`config.mk`:
```
export PLATFORM = sky130hd
export DESIGN_NAME = ct_spsram_req_ctrl
export DESIGN_NICKNAME = d
export VERILOG_FILES = /design/src/rtl/ct_spsram_req_ctrl.sv
export SDC_FILE = /design/constraint.sdc
export NUM_CORES = 1
export LEC_CHECK = 0
export ABC_AREA = 0
export CORE_AREA = 5 5 346 348
export DETAILED_ROUTE_END_ITERATION = 10
export DIE_AREA = 0 0 351 353
export GPL_TIMING_DRIVEN = 0
export PLACE_DENSITY = 0.59
export SYNTH_ARGS = -nofsm -noshare
export SYNTH_HDL_FRONTEND = slang
export SYNTH_SLANG_ARGS = --single-unit
```
`constraint.sdc`:
```
create_clock -name forever_cpuclk -period 3.2 [get_ports forever_cpuclk]
set_input_delay 0.48 -clock forever_cpuclk [delete_from_list [all_inputs] [get_ports forever_cpuclk]]
set_output_delay 0.48 -clock forever_cpuclk [all_outputs]
set_load 0.005 [all_outputs]
```
`src/rtl/ct_spsram_req_ctrl.sv`:
```
// Requester-side controller for a single-port SRAM: zero-fills the array after reset, then
// turns a valid/ready request stream into registered SRAM pin activity with in-order responses.
module ct_spsram_req_ctrl #(
    parameter int unsigned ADDR_WIDTH = 7,
    parameter int unsigned DATA_WIDTH = 144
) (
    input  logic                  forever_cpuclk,
    input  logic                  cpurst_b,
    output logic                  init_done,
    input  logic                  req_vld,
    output logic                  req_rdy,
    input  logic                  req_wr,
    input  logic [ADDR_WIDTH-1:0] req_addr,
    input  logic [DATA_WIDTH-1:0] req_wdata,
    input  logic [DATA_WIDTH-1:0] req_wmask,
    output logic                  rsp_vld,
    input  logic                  rsp_rdy,
    output logic [DATA_WIDTH-1:0] rsp_rdata,
    output logic [ADDR_WIDTH-1:0] sram_a,
    output logic                  sram_cen,
    output logic                  sram_gwen,
    output logic [DATA_WIDTH-1:0] sram_wen,
    output logic [DATA_WIDTH-1:0] sram_d,
    input  logic [DATA_WIDTH-1:0] sram_q
);

    typedef enum logic [0:0] {StInit, StRun} state_e;

    localparam logic [ADDR_WIDTH-1:0] LastAddr = '1;

    state_e                  state_q, state_d;
    logic [ADDR_WIDTH-1:0]   init_cnt_q, init_cnt_d;
    logic [ADDR_WIDTH-1:0]   a_q, a_d;
    logic                    cen_q, cen_d;
    logic                    gwen_q, gwen_d;
    logic [DATA_WIDTH-1:0]   wen_q, wen_d;
    logic [DATA_WIDTH-1:0]   d_q, d_d;
    logic                    s1_q, s2_q;

    logic [DATA_WIDTH-1:0]   fifo_q [3];
    logic [1:0]              rd_ptr_q, wr_ptr_q, count_q;

    logic                    accept, push, pop;
    logic [2:0]              occ;

    assign init_done = (state_q == StRun);
    assign rsp_vld   = (count_q != 2'd0);
    assign rsp_rdata = fifo_q[rd_ptr_q];
    assign pop       = rsp_vld & rsp_rdy;
    assign push      = s2_q;

    // Buffered plus in-flight reads, crediting a same-cycle pop, must leave room for one more.
    assign occ     = 3'(count_q) + 3'(s1_q) + 3'(s2_q) - 3'(pop);
    assign req_rdy = (state_q == StRun) && (occ < 3'd3);
    assign accept  = req_vld & req_rdy;

    assign sram_a    = a_q;
    assign sram_cen  = cen_q;
    assign sram_gwen = gwen_q;
    assign sram_wen  = wen_q;
    assign sram_d    = d_q;

    always_comb begin
        state_d    = state_q;
        init_cnt_d = init_cnt_q;
        cen_d      = 1'b1;
        gwen_d     = 1'b1;
        wen_d      = '1;
        a_d        = a_q;
        d_d        = d_q;
        case (state_q)
            StInit: begin
                cen_d      = 1'b0;
                gwen_d     = 1'b0;
                wen_d      = '0;
                d_d        = '0;
                a_d        = init_cnt_q;
                init_cnt_d = init_cnt_q + 1'b1;
                if (init_cnt_q == LastAddr) begin
                    state_d = StRun;
                end
            end
            StRun: begin
                if (accept) begin
                    cen_d = 1'b0;
                    a_d   = req_addr;
                    if (req_wr) begin
                        gwen_d = 1'b0;
                        wen_d  = ~req_wmask;
                        d_d    = req_wdata;
                    end
                end
            end
            default: state_d = StInit;
        endcase
    end

    always_ff @(posedge forever_cpuclk or negedge cpurst_b) begin
        if (!cpurst_b) begin
            state_q    <= StInit;
            init_cnt_q <= '0;
            a_q        <= '0;
            cen_q      <= 1'b1;
            gwen_q     <= 1'b1;
            wen_q      <= '1;
            d_q        <= '0;
            s1_q       <= 1'b0;
            s2_q       <= 1'b0;
        end else begin
            state_q    <= state_d;
            init_cnt_q <= init_cnt_d;
            a_q        <= a_d;
            cen_q      <= cen_d;
            gwen_q     <= gwen_d;
            wen_q      <= wen_d;
            d_q        <= d_d;
            s1_q       <= accept & ~req_wr;
            s2_q       <= s1_q;
        end
    end

    always_ff @(posedge forever_cpuclk or negedge cpurst_b) begin
        if (!cpurst_b) begin
            for (int i = 0; i < 3; i++) begin
                fifo_q[i] <= '0;
            end
            rd_ptr_q <= '0;
            wr_ptr_q <= '0;
            count_q  <= '0;
        end else begin
            if (push) begin
                fifo_q[wr_ptr_q] <= sram_q;
                wr_ptr_q         <= (wr_ptr_q == 2'd2) ? 2'd0 : wr_ptr_q + 2'd1;
            end
            if (pop) begin
                rd_ptr_q <= (rd_ptr_q == 2'd2) ? 2'd0 : rd_ptr_q + 2'd1;
            end
            case ({push, pop})
                2'b10:   count_q <= count_q + 2'd1;
                2'b01:   count_q <= count_q - 2'd1;
                default: count_q <= count_q;
            endcase
        end
    end

endmodule
```
* Word level (Yosys, flattened, before mapping)
Cells that the tools add are included.
** Word-level totals
- Register bits after elaboration :: 745
- Output and inout port bits :: 444
- Logic and storage cells :: 71
- Bits of input ports :: 444
** Cells by class
- $lt $le $gt $ge :: 4
- Add/subtract/negate cells :: 8
- Reductions and logical operators :: 5
- Bitwise operators :: 8
- Multiplexer cells :: 24
- Eq/ne operators :: 7
** Operators with widths (number)
- 2-to-1 mux 144 bit :: 7
- one-hot mux 144 bit (2 select lines) :: 2
- bitwise mux 432 bit :: 1
- binary-select mux 144 bit (select 2 bit) :: 1
- demux 144 bit (select 2 bit) :: 1
- NOT 144 bit :: 1
- one-hot mux 7 bit (2 select lines) :: 1
- adder 7 x 1 -> 7 bit (second input constant) :: 1
- equality test 7 bit (second input constant) :: 1
- 2-to-1 mux 7 bit :: 1
- adder 2 x 1 -> 2 bit (second input constant) :: 3
- equality test 2 bit (second input constant) :: 3
- greater-or-equal comparator 3 bit (second input constant) :: 2
- NOT 2 -> 3 bit :: 2
- 2-to-1 mux 1 bit :: 5
- 2-to-1 mux 2 bit :: 2
- one-hot mux 1 bit (2 select lines) :: 2
- one-hot mux 2 bit (2 select lines) :: 1
- nonzero test 2 bit :: 2
- adder 2 x 1 -> 3 bit :: 1
- adder 3 x 1 -> 3 bit :: 1
- bitwise AND 1 bit :: 3
- less-than comparator 3 x 1 -> 1 bit (second input constant) :: 1
- less-than comparator 3 x 2 -> 1 bit (second input constant) :: 1
- 8 further kinds :: 10

* Longest topological paths before layout
Gate-level depths: netlist of the first run.
- Depth in word-level cells :: 8
- Gate-level depth with buffers :: 12
- Depth with buffers taken out :: 9

* Least setup slack after synthesis of the first run
No wires, ideal clock.
- Path type :: reg2reg
- From :: register count_q[0]
- To :: register d_q[137], in the netlist sram_d[137]
- Cell stages (with the launch flop) :: 13
- Arrival time :: 2.912 ns
- Library setup time :: 0.079 ns
- Path slack :: 0.209 ns
- Data required time :: 3.121 ns
- Path buffers :: 3
- Period minus slack after synthesis :: 2.991 ns
- Cells stage by stage :: dfrtp_1 -> o21ai_0 -> inv_1 -> ha_1 -> fa_1 -> inv_1 -> fa_1 -> nand2b_1 -> and4_1 -> buf_2 -> buf_4 -> buf_4 -> mux2i_1
** On the way
- Word-level cells in the longest chain between the ends :: 8
- Elaborated cells between the ends (all ways) :: 10
- Those cells by class :: add/sub (3); order compare (1); eq/ne (1); bitwise (2); reduce/logical (3)
** RTL lines
- start, declared :: line 41 : logic [1:0] rd_ptr_q, wr_ptr_q, count_q;
- start signal, assigned :: line 139 : 2'b10: count_q <= count_q + 2'd1;
- start signal, assigned :: line 140 : 2'b01: count_q <= count_q - 2'd1;
- start signal, assigned :: line 141 : default: count_q <= count_q;
- nonzero test 2 bit :: line 47 : assign rsp_vld = (count_q != 2'd0);
- bitwise AND 1 bit :: line 49 : assign pop = rsp_vld & rsp_rdy;
- named net pop :: line 43 : logic accept, push, pop;
- subtractor 3 x 1 -> 3 bit :: line 53 : assign occ = 3'(count_q) + 3'(s1_q) + 3'(s2_q) - 3'(pop);
- less-than comparator 3 x 2 -> 1 bit :: line 54 : assign req_rdy = (state_q == StRun) && (occ < 3'd3);
- logical AND 1 bit :: line 54
- bitwise AND 1 bit :: line 55 : assign accept = req_vld & req_rdy;
- inequality test 2 x 1 -> 1 bit (no line)
- AND reduction 2 bit (no line)
- end signal, assigned :: line 106 : d_q <= '0;
- end signal, assigned :: line 116 : d_q <= d_d;
- end, declared :: line 37 : logic [DATA_WIDTH-1:0] d_q, d_d;
The timed path passes the listed nets, and every way through them passes these cells.
A chain may end at the register's enable or synchronous reset.

* Worst setup path after layout of the first run
- From :: register count_q[1]
- To :: output req_rdy
** On the way
- Word-level cells in the longest chain between the ends :: 5
- Elaborated cells between the ends (all ways) :: 7
- Those cells by class :: add/sub (3); order compare (1); bitwise (1); reduce/logical (2)
** RTL lines
- nonzero test 2 bit :: line 47
- bitwise AND 1 bit :: line 49
- named net pop :: line 43
- subtractor 3 x 1 -> 3 bit :: line 53
- less-than comparator 3 x 2 -> 1 bit :: line 54
- logical AND 1 bit :: line 54
- end, declared :: line 11 : output logic req_rdy,
The timed path passes the listed nets, and every way through them passes these cells.

==> results by group, run 1 <==
STA
  • Finish-stage setup viols: 1
  • Max Fclk: 0.2982 GHz
  • Rel. slew slack: 36.08%
  • Final setup margin: -153.3 ps
  • Slew Viols, Final: 0
  • Worst slew pin tran: 958.8 ps
  • RSZ-0062 raised after global routing: true
  • Fin crit period: between 3000 and 4000 ps
  • Worst hold slack: 214.7 ps
  • Hold Vio Cnt, Final: 0
  • Period utilization: 104.8%
  • Post-Route Skew: approximately 42 ps

Yosys
  • Count of flip-flops with a built-in enable after synthesis: 0
  • Post-Syn Nets: between 2000 and 3000
  • Post-Syn Instances: between 2000 and 2500
  • Synthesized flop and latch total: 745
  • Library cells used by synthesis: 36
  • Ys async rst share: 100.0%
  • Cell Area, Synth: 31690 sq um
  • Yosys warning count: 0
  • Cell taking the most area after synthesis: dfrtp_1
  • Area contributors post-synth: dfrtp_1, mux2_2, dfstp_2
  • Top-area cell type share of the netlist area: between 40 and 50%
  • Register area share after synthesis: 59.40%
  • Avg Synthesized Cell Area: 12.93 sq um
  • Dominant synthesized flop cell: dfrtp_1

Setup path
  • CP Class: flip-flop to output port
  • Setup crit start kind: flip-flop
  • Most used cell along the critical path: inv_2
  • R2r setup slk: 40 ps
  • Crit path max-delay family: adder cells
  • Crit-path cells: o21ai_4 > inv_2 > ha_4 > fa_2 > inv_2 > fa_1 > nand2b_1 > clkbuf_8 > and3_4 > buf_6
  • CP max FO: 2
  • Max incr delay on CP: 400 ps
  • Slowest stage cell, crit path: dfrtp_1
  • CP Data Arrival Time: 2870 ps
  • Worst R2R End: sram_wen[44]$_DFF_PN1_
  • Reg2reg start: count_q[1]$_DFFE_PN0P_
  • WP buf/inv: 4
  • WP data required: 2720 ps
  • Crit. End Element: output port
  • Cells on worst reg2reg path: 11

Floorplan
  • Die Ht: between 300 and 400 um
  • Die Footprint: 123900 sq um
  • Die W: 351 um
  • # rows: 125
  • Num ports: 888
  • Initial Util: about 27%
  • Core area: approximately 120000 sq um

Global route
  • GRT overflow: 0
  • Largest net degree at the start of global routing: 120
  • Vias in the first global route: roughly 25000
  • GRT Util Overall: between 20% and 30%
  • First-pass GRT wire length: 181300 um
  • Initial antenna violation count: 39

Place
  • Post-DP HPWL: 98400 um
  • GPL Wtd Cong: 0.9124
  • I/O Buffers: 886
  • Pre-CTS setup slack: -1304 ps

Drt
  • Wirelength per Cell: ~25 um
  • Drt total wl: about 130000 um
  • Post-DRT Antenna Nets: 0
  • 1st-iter DRT viols: 1203
  • # DRC: 0
  • Detailed-route via count: 23060
  • Vias/cell: 4.555
  • Drt pass-1 iters: 5

Clocking
  • Clk slew on worst S/H paths: 60 ps
  • Num CTS Buffers: between 80 and 90
  • Clk_lat worst skew: 680 ps
  • Clk root buf: clkbuf_16
  • Longest Clk Path Bufs: 3
  • CTS sink count: 745
  • CTS tree: yes
  • Htree depth: 3

Finish
  • Fraction of layout cells with a size suffix above 1: 24.54%
  • Final #Nets: 3891
  • Fillers: about 11000
  • Area growth from synthesis to final layout: 45.14%

Job
  • Max-Cap Viols: 0

Status
  • Outcome: finished with violations
  • Failing checks: setup timing

Hold path
  • Hold depth: 3
  • Worst min-delay path startpoint: req_vld
  • Hold WC Path Type: input pin to flip-flop
  • Endpoint, Worst Hold: s1_q$_DFF_PN0_

Power and ir drop
  • Sw Pwr: between 0.008 and 0.009 W
  • Clk pwr share: between 30% and 40%
  • Lkg Pwr: 19.37 nW
  • Worst VDD drop: 0.0004993 V
  • Overall power: 0.02691 W
  • Logic pwr share: 25.7%
  • Power per Cell Area: about 590 nW/um^2
  • Pint: 0.01882 W
  • Sequential fraction of design power: between 30% and 40%
  • Switching part of the total power: 30.08%
-- state kept, by name, indices dropped and copies added, names as in the netlist --
register / count
count_q: 2
init_cnt_q: 7
push: 1
s1_q: 1
sram_gwen: 1
wr_ptr_q: 2
fifo_q: 432
rd_ptr_q: 2
sram_cen: 1
sram_d: 144
sram_wen: 144
sram_a: 7
init_done: 1
-- synth_stat cells (2+ instances only) --
master      n
a21boi_0  144
a21o_1      2
a311o_1     3
a31oi_1     3
and2_1      5
and3_1      4
buf_1       2
buf_2      60
buf_4      22
buf_6       7
clkbuf_1   92
dfrtp_1   599
dfstp_2   146
fa_1        2
ha_1        3
inv_1      11
mux2_2    374
mux2_4     60
mux2i_1   288
nand2_1   440
nand3_1     4
nand4_1     4
nor2b_1     6
nor3_1      2
o21ai_0   146
o221ai_1    4
xnor2_1     9
-- logic make-up (layout without fill, tap and decap cells) --
group,after synthesis,after routing,synth area share [%]
flip-flops,745,745,59.40
multiplexers,722,722,25.23
buffers and inverters,195,1260,2.973
XOR/XNOR,10,10,0.2764
adder cells (fa/ha/maj),5,5,0.2448
AO/OA/AOI/OAI,303,303,6.060
other,0,22,0
AND/OR/NAND/NOR,471,471,5.812
-- cell type report --
class / instances / area, sq um / area share, %
multi-input cells: 1511 / 11970 / 26.03
well taps: 1524 / 1907 / 4.146
diodes: 22 / 55.05 / 0.1197
repair buffers: 900 / 9160 / 19.92
clock inverters: 30 / 304.0 / 0.6610
plain buffers: 183 / 1080 / 2.348
inverters: 12 / 45.04 / 0.09793
clock buffers: 135 / 2644 / 5.748
flip-flops and latches: 745 / 18830 / 40.93
-- layer usage --
metal | part of all wire, % | GRT usage (%)
met5 | 0.13 | 0
met4 | 4.5 | 7.917
met3 | 9.0 | 7.796
met2 | 50 | 34.62
met1 | 37 | 22.03
-- power groups by stage --
stage | Clock [W] | Combinational, W | Sequential (W)
4_1_cts | 0.0105 | 0.00696 | 0.00976
5_1_grt | 0.0109 | 0.00745 | 0.00978
6_report | 0.0102 | 0.00693 | 0.00976
3_5_place_dp | 0 | 0.00675 | 0.00992
2_1_floorplan | 0 | 0.00283 | 0.00989
3_3_place_gp | 0 | 0.00671 | 0.00993
-- metrics by stage --
step	setup TNS, ps	cells	cell area, sq um	util, %
2_1_floorplan	0	2451	31690	-
3_3_place_gp	-	4861	42470	36.64
3_5_place_dp	-313830	4867	42640	36.79
4_1_cts	-249.9	5038	45770	39.49
5_1_grt	-341.6	5042	45940	39.64
6_report	-153.3	5062	45990	39.69
-- how the worst max path moves through the flow --
stage	start	end	cells after the start	slack [ps]
3_3_place_gp	cpurst_b	fifo_q[202]$_DFFE_PN0P_	1	-33750
6_report	count_q[1]$_DFFE_PN0P_	req_rdy	10	-150
2_1_floorplan	count_q[0]$_DFFE_PN0P_	sram_d[137]$_DFFE_PN0P_	12	210
3_5_place_dp	rsp_rdy	sram_wen[104]$_DFF_PN1_	13	-1300
4_1_cts	count_q[0]$_DFFE_PN0P_	req_rdy	10	-250
5_1_grt	count_q[1]$_DFFE_PN0P_	req_rdy	10	-270
-- placed cells by master (no fill, tap or decap), types with 60 or more instances in the layout --
cell | Yosys | layout
clkdlybuf4s50_1 | 0 | 837
dfrtp_1 | 599 | 598
nand2_1 | 440 | 440
mux2_2 | 374 | 374
mux2i_1 | 288 | 288
dfstp_2 | 146 | 146
a21boi_0 | 144 | 140
o21ai_0 | 146 | 136
clkbuf_16 | 0 | 92
clkbuf_1 | 92 | 90
mux2_4 | 60 | 60
-- what timing repair did --
item / 4_1_cts / 5_1_grt
buffers inserted: 5 / 1
pin swaps: 1 / 1
gates cloned: 0 / 1
endpoints found under the setup margin: 443 / 115
hold buffers: 1 / 0
resized for setup: 96 / 75
endpoints found under the hold margin: 64 / 0
-- worst register-to-register path, stage by stage, from the launching register on --
cell      delay, ps
dfrtp_1         400
o21ai_4         170
inv_2            70
ha_4            270
fa_2            190
inv_2            40
fa_1            490
nand2b_1        100
and4_1          200
buf_4           200
clkbuf_2        250
a21boi_0        610
Power figures use the tool's default switching activity.
==> run 2: changes to the inputs <==
--- a/config.mk
+++ b/config.mk
@@ -6,11 +6,11 @@
 export NUM_CORES = 1
 export LEC_CHECK = 0
 export ABC_AREA = 0
-export CORE_AREA = 5 5 346 348
+export CORE_AREA = 2 2 345 347
 export DETAILED_ROUTE_END_ITERATION = 10
-export DIE_AREA = 0 0 351 353
+export DIE_AREA = 0 0 347 349
 export GPL_TIMING_DRIVEN = 0
-export PLACE_DENSITY = 0.59
+export PLACE_DENSITY = 0.57
 export SYNTH_ARGS = -nofsm -noshare
 export SYNTH_HDL_FRONTEND = slang
 export SYNTH_SLANG_ARGS = --single-unit
==> constraint.sdc (replaced) <==
create_clock -name forever_cpuclk -period 3.9 [get_ports forever_cpuclk]
set_input_delay 0.585 -clock forever_cpuclk [delete_from_list [all_inputs] [get_ports forever_cpuclk]]
set_output_delay 0.585 -clock forever_cpuclk [all_outputs]
set_load 0.005 [all_outputs]
==> run 2 against run 1 <==
The run now ends clean; power fell by 17%; setup slack improved by 310 ps; via count rose by 0.52%; wire length fell by 1.5%; sequential power fell by 18%; combinational power fell by 21%; first-iteration DRC count fell by 19%; non-clock buffer count fell by 5; sequential share of layout area rose by 0.086 points; cell count barely moved; largest power group unchanged.
==> results by group, run 2 (same netlist as run 1, synthesis figures left out) <==
STA
  • Max Fclk: 0.2672 GHz
  • Finish-stage setup viols: 0
  • Period utilization: 95.95%
  • Fin crit period: 3742 ps
  • Post-Route Skew: 21.86 ps
  • Slew Viols, Final: 0
  • Rel. slew slack: 36.25%
  • Worst slew pin tran: 956.3 ps
  • RSZ-0062 raised after global routing: false
  • Hold Vio Cnt, Final: 0

Clocking
  • CTS tree: yes
  • Longest Clk Path Bufs: 3
  • Clk root buf: clkbuf_16
  • Clk_lat worst skew: roughly 670 ps
  • Htree depth: 3
  • Clk slew on worst S/H paths: ~50 ps
  • Num CTS Buffers: 90
  • CTS sink count: roughly 750

Power and ir drop
  • Sequential fraction of design power: 36.1%
  • Pint: ~0.016 W
  • Switching part of the total power: between 20% and 30%
  • Sw Pwr: 0.006497 W
  • Worst VDD drop: about 0.00029 V
  • Lkg Pwr: ~19 nW
  • Clk pwr share: 39.3%
  • Overall power: about 0.022 W
  • Logic pwr share: roughly a quarter
  • Power per Cell Area: 484.2 nW/um^2

Finish
  • Commonest non-fill, non-tap cell in the layout: clkdlybuf4s50_1
  • Most flops, register: fifo_q
  • Fillers: 11380
  • Fraction of layout cells with a size suffix above 1: 24.00%
  • Register area: 18830 sq um
  • Final std cells w/o fill: about 5100
  • Final #Nets: 3887
  • Max reg flops: 432
  • Most frequent cells in the layout: clkdlybuf4s50_1, dfrtp_1, nand2_1, mux2_2, mux2i_1
  • Area growth from synthesis to final layout: 44.84%
  • Multi-input logic area: between 10000 and 15000 sq um

Drt
  • Wirelength per Cell: around 25 um
  • # DRC: 0
  • Detailed-route via count: 23180
  • Post-DRT Antenna Nets: 0
  • Drt total wl: 125600 um
  • 1st-iter DRT viols: slightly below 1000
  • Drt pass-1 iters: 5
  • Vias/cell: 4.581

Hold path
  • Hold WC Path Type: input pin to flip-flop
  • Hold depth: 3
  • Worst min-delay path startpoint: req_vld
  • Endpoint, Worst Hold: sram_a[6]$_DFFE_PN0P_

Place
  • Placed Cells incl. Taps: roughly 5000
  • GPL Wtd Cong: 0.9099
  • I/O Buffers: 886
  • Post-DP HPWL: roughly 98000 um

Global route
  • Vias in the first global route: about 24000
  • GRT overflow: 0
  • First-pass GRT wire length: 177800 um
  • Largest net degree at the start of global routing: 111
  • Initial antenna violation count: 47
  • GRT Util Overall: 20.32%

Setup path
  • CP max FO: 10
  • Crit. End Element: output port
  • Reg2reg start: count_q[0]$_DFFE_PN0P_
  • CP Class: flip-flop to output port
  • R2r setup slk: 300 ps
  • WP data required: approximately 3300 ps
  • Worst R2R End: sram_wen[65]$_DFF_PN1_
  • Setup crit start kind: flip-flop
  • Cells on worst reg2reg path: 12
  • CP Data Arrival Time: 3160 ps

Status
  • Outcome: completed

Floorplan
  • Core area: 117500 sq um
  • Initial Util: 26.98%
  • # rows: roughly 130
  • Num ports: 888
  • Die Footprint: 121100 sq um
  • Die Ht: ~350 um
  • Die W: 347 um

Job
  • Max-Cap Viols: 0
[run 2: changes by cell type in the layout (fill, tap and decap cells not counted), moves of 8 or more]
cell	previous run	this run
clkdlybuf4s50_1	837	884
dlymetal6s2s_1	30	0
buf_2	40	60
buf_4	39	23
dlygate4sd2_1	16	0
diode_2	22	10
clkbuf_1	90	101
clkbuf_4	11	0
buf_6	18	8
o21ai_0	136	145
o21ai_1	8	0
[run 2: worst max-delay path, stage by stage (launching register included)]
cell and delay (ps):
dfrtp_2 440, o21ai_4 160, inv_1 80, ha_1 280
fa_1 360, inv_1 70, fa_1 450, nand2b_4 120
buf_8 140, and3_1 170, clkdlybuf4s15_2 230
[run 2: what timing repair did]
item,CTS,global route
endpoints found under the setup margin,361,3
hold buffers,1,0
buffers inserted,1,0
pin swaps,1,2
hold endpoints to repair,30,0
resized for setup,20,5
[run 2: cell type report]
class,instances,area share (%)
clock buffer,134,5.932
tap,1536,4.187
inverter,12,0.09813
buffer,182,2.004
antenna,10,0.05452
clock inverter,33,0.8205
multi-input combinational,1511,26.03
timing repair buffer,896,19.85
sequential,745,41.02
[run 2: worst max-delay path by stage]
stage / end / from / depth (start not counted)
finish: req_rdy / count_q[0]$_DFFE_PN0P_ / 10
floorplan: req_rdy / rsp_rdy / 9
CTS: req_rdy / count_q[0]$_DFFE_PN0P_ / 10
global placement: fifo_q[358]$_DFFE_PN0P_ / cpurst_b / 1
detailed placement: sram_wen[65]$_DFF_PN1_ / rsp_rdy / 13
global route: rsp_rdata[14] / rd_ptr_q[1]$_DFFE_PN0P_ / 5
[run 2: per-stage QoR]
stage / area [sq um] / setup WS (ps) / hold WS [ps] / util, % / setup TNS [ps]
detailed placement: 42710 / -954.3 / 431.3 / 36.36 / -102540
global route: 45880 / 13.55 / 327.4 / 39.06 / 0
floorplan: 31690 / 829.4 / 289.4 / - / 0
global placement: 42480 / -33580 / 422.4 / 36.17 / -
CTS: 45870 / 10.95 / 273.8 / 39.05 / 0
finish: 45900 / 158.0 / 347.5 / 39.08 / 0
[run 2: power groups by stage]
stage,clock [W],sequential [W],combinational [W]
5_1_grt,0.00935,0.00803,0.00590
3_3_place_gp,0,0.00815,0.00548
3_5_place_dp,0,0.00814,0.00552
4_1_cts,0.00901,0.00801,0.00560
2_1_floorplan,0,0.00811,0.00232
6_report,0.00874,0.00801,0.00547
[run 2: per-layer routing]
| layer | vias to the layer above | global-route usage (%) | wire length (um) |
|---|---|---|---|
| met5 | - | 0 | 432 |
| met4 | 68 | 9.840 | 6325 |
| met3 | 255 | 7.515 | 10130 |
| met2 | 711 | 34.35 | 61660 |
| met1 | 11710 | 22.56 | 47040 |
| li1 | 10430 | - | - |
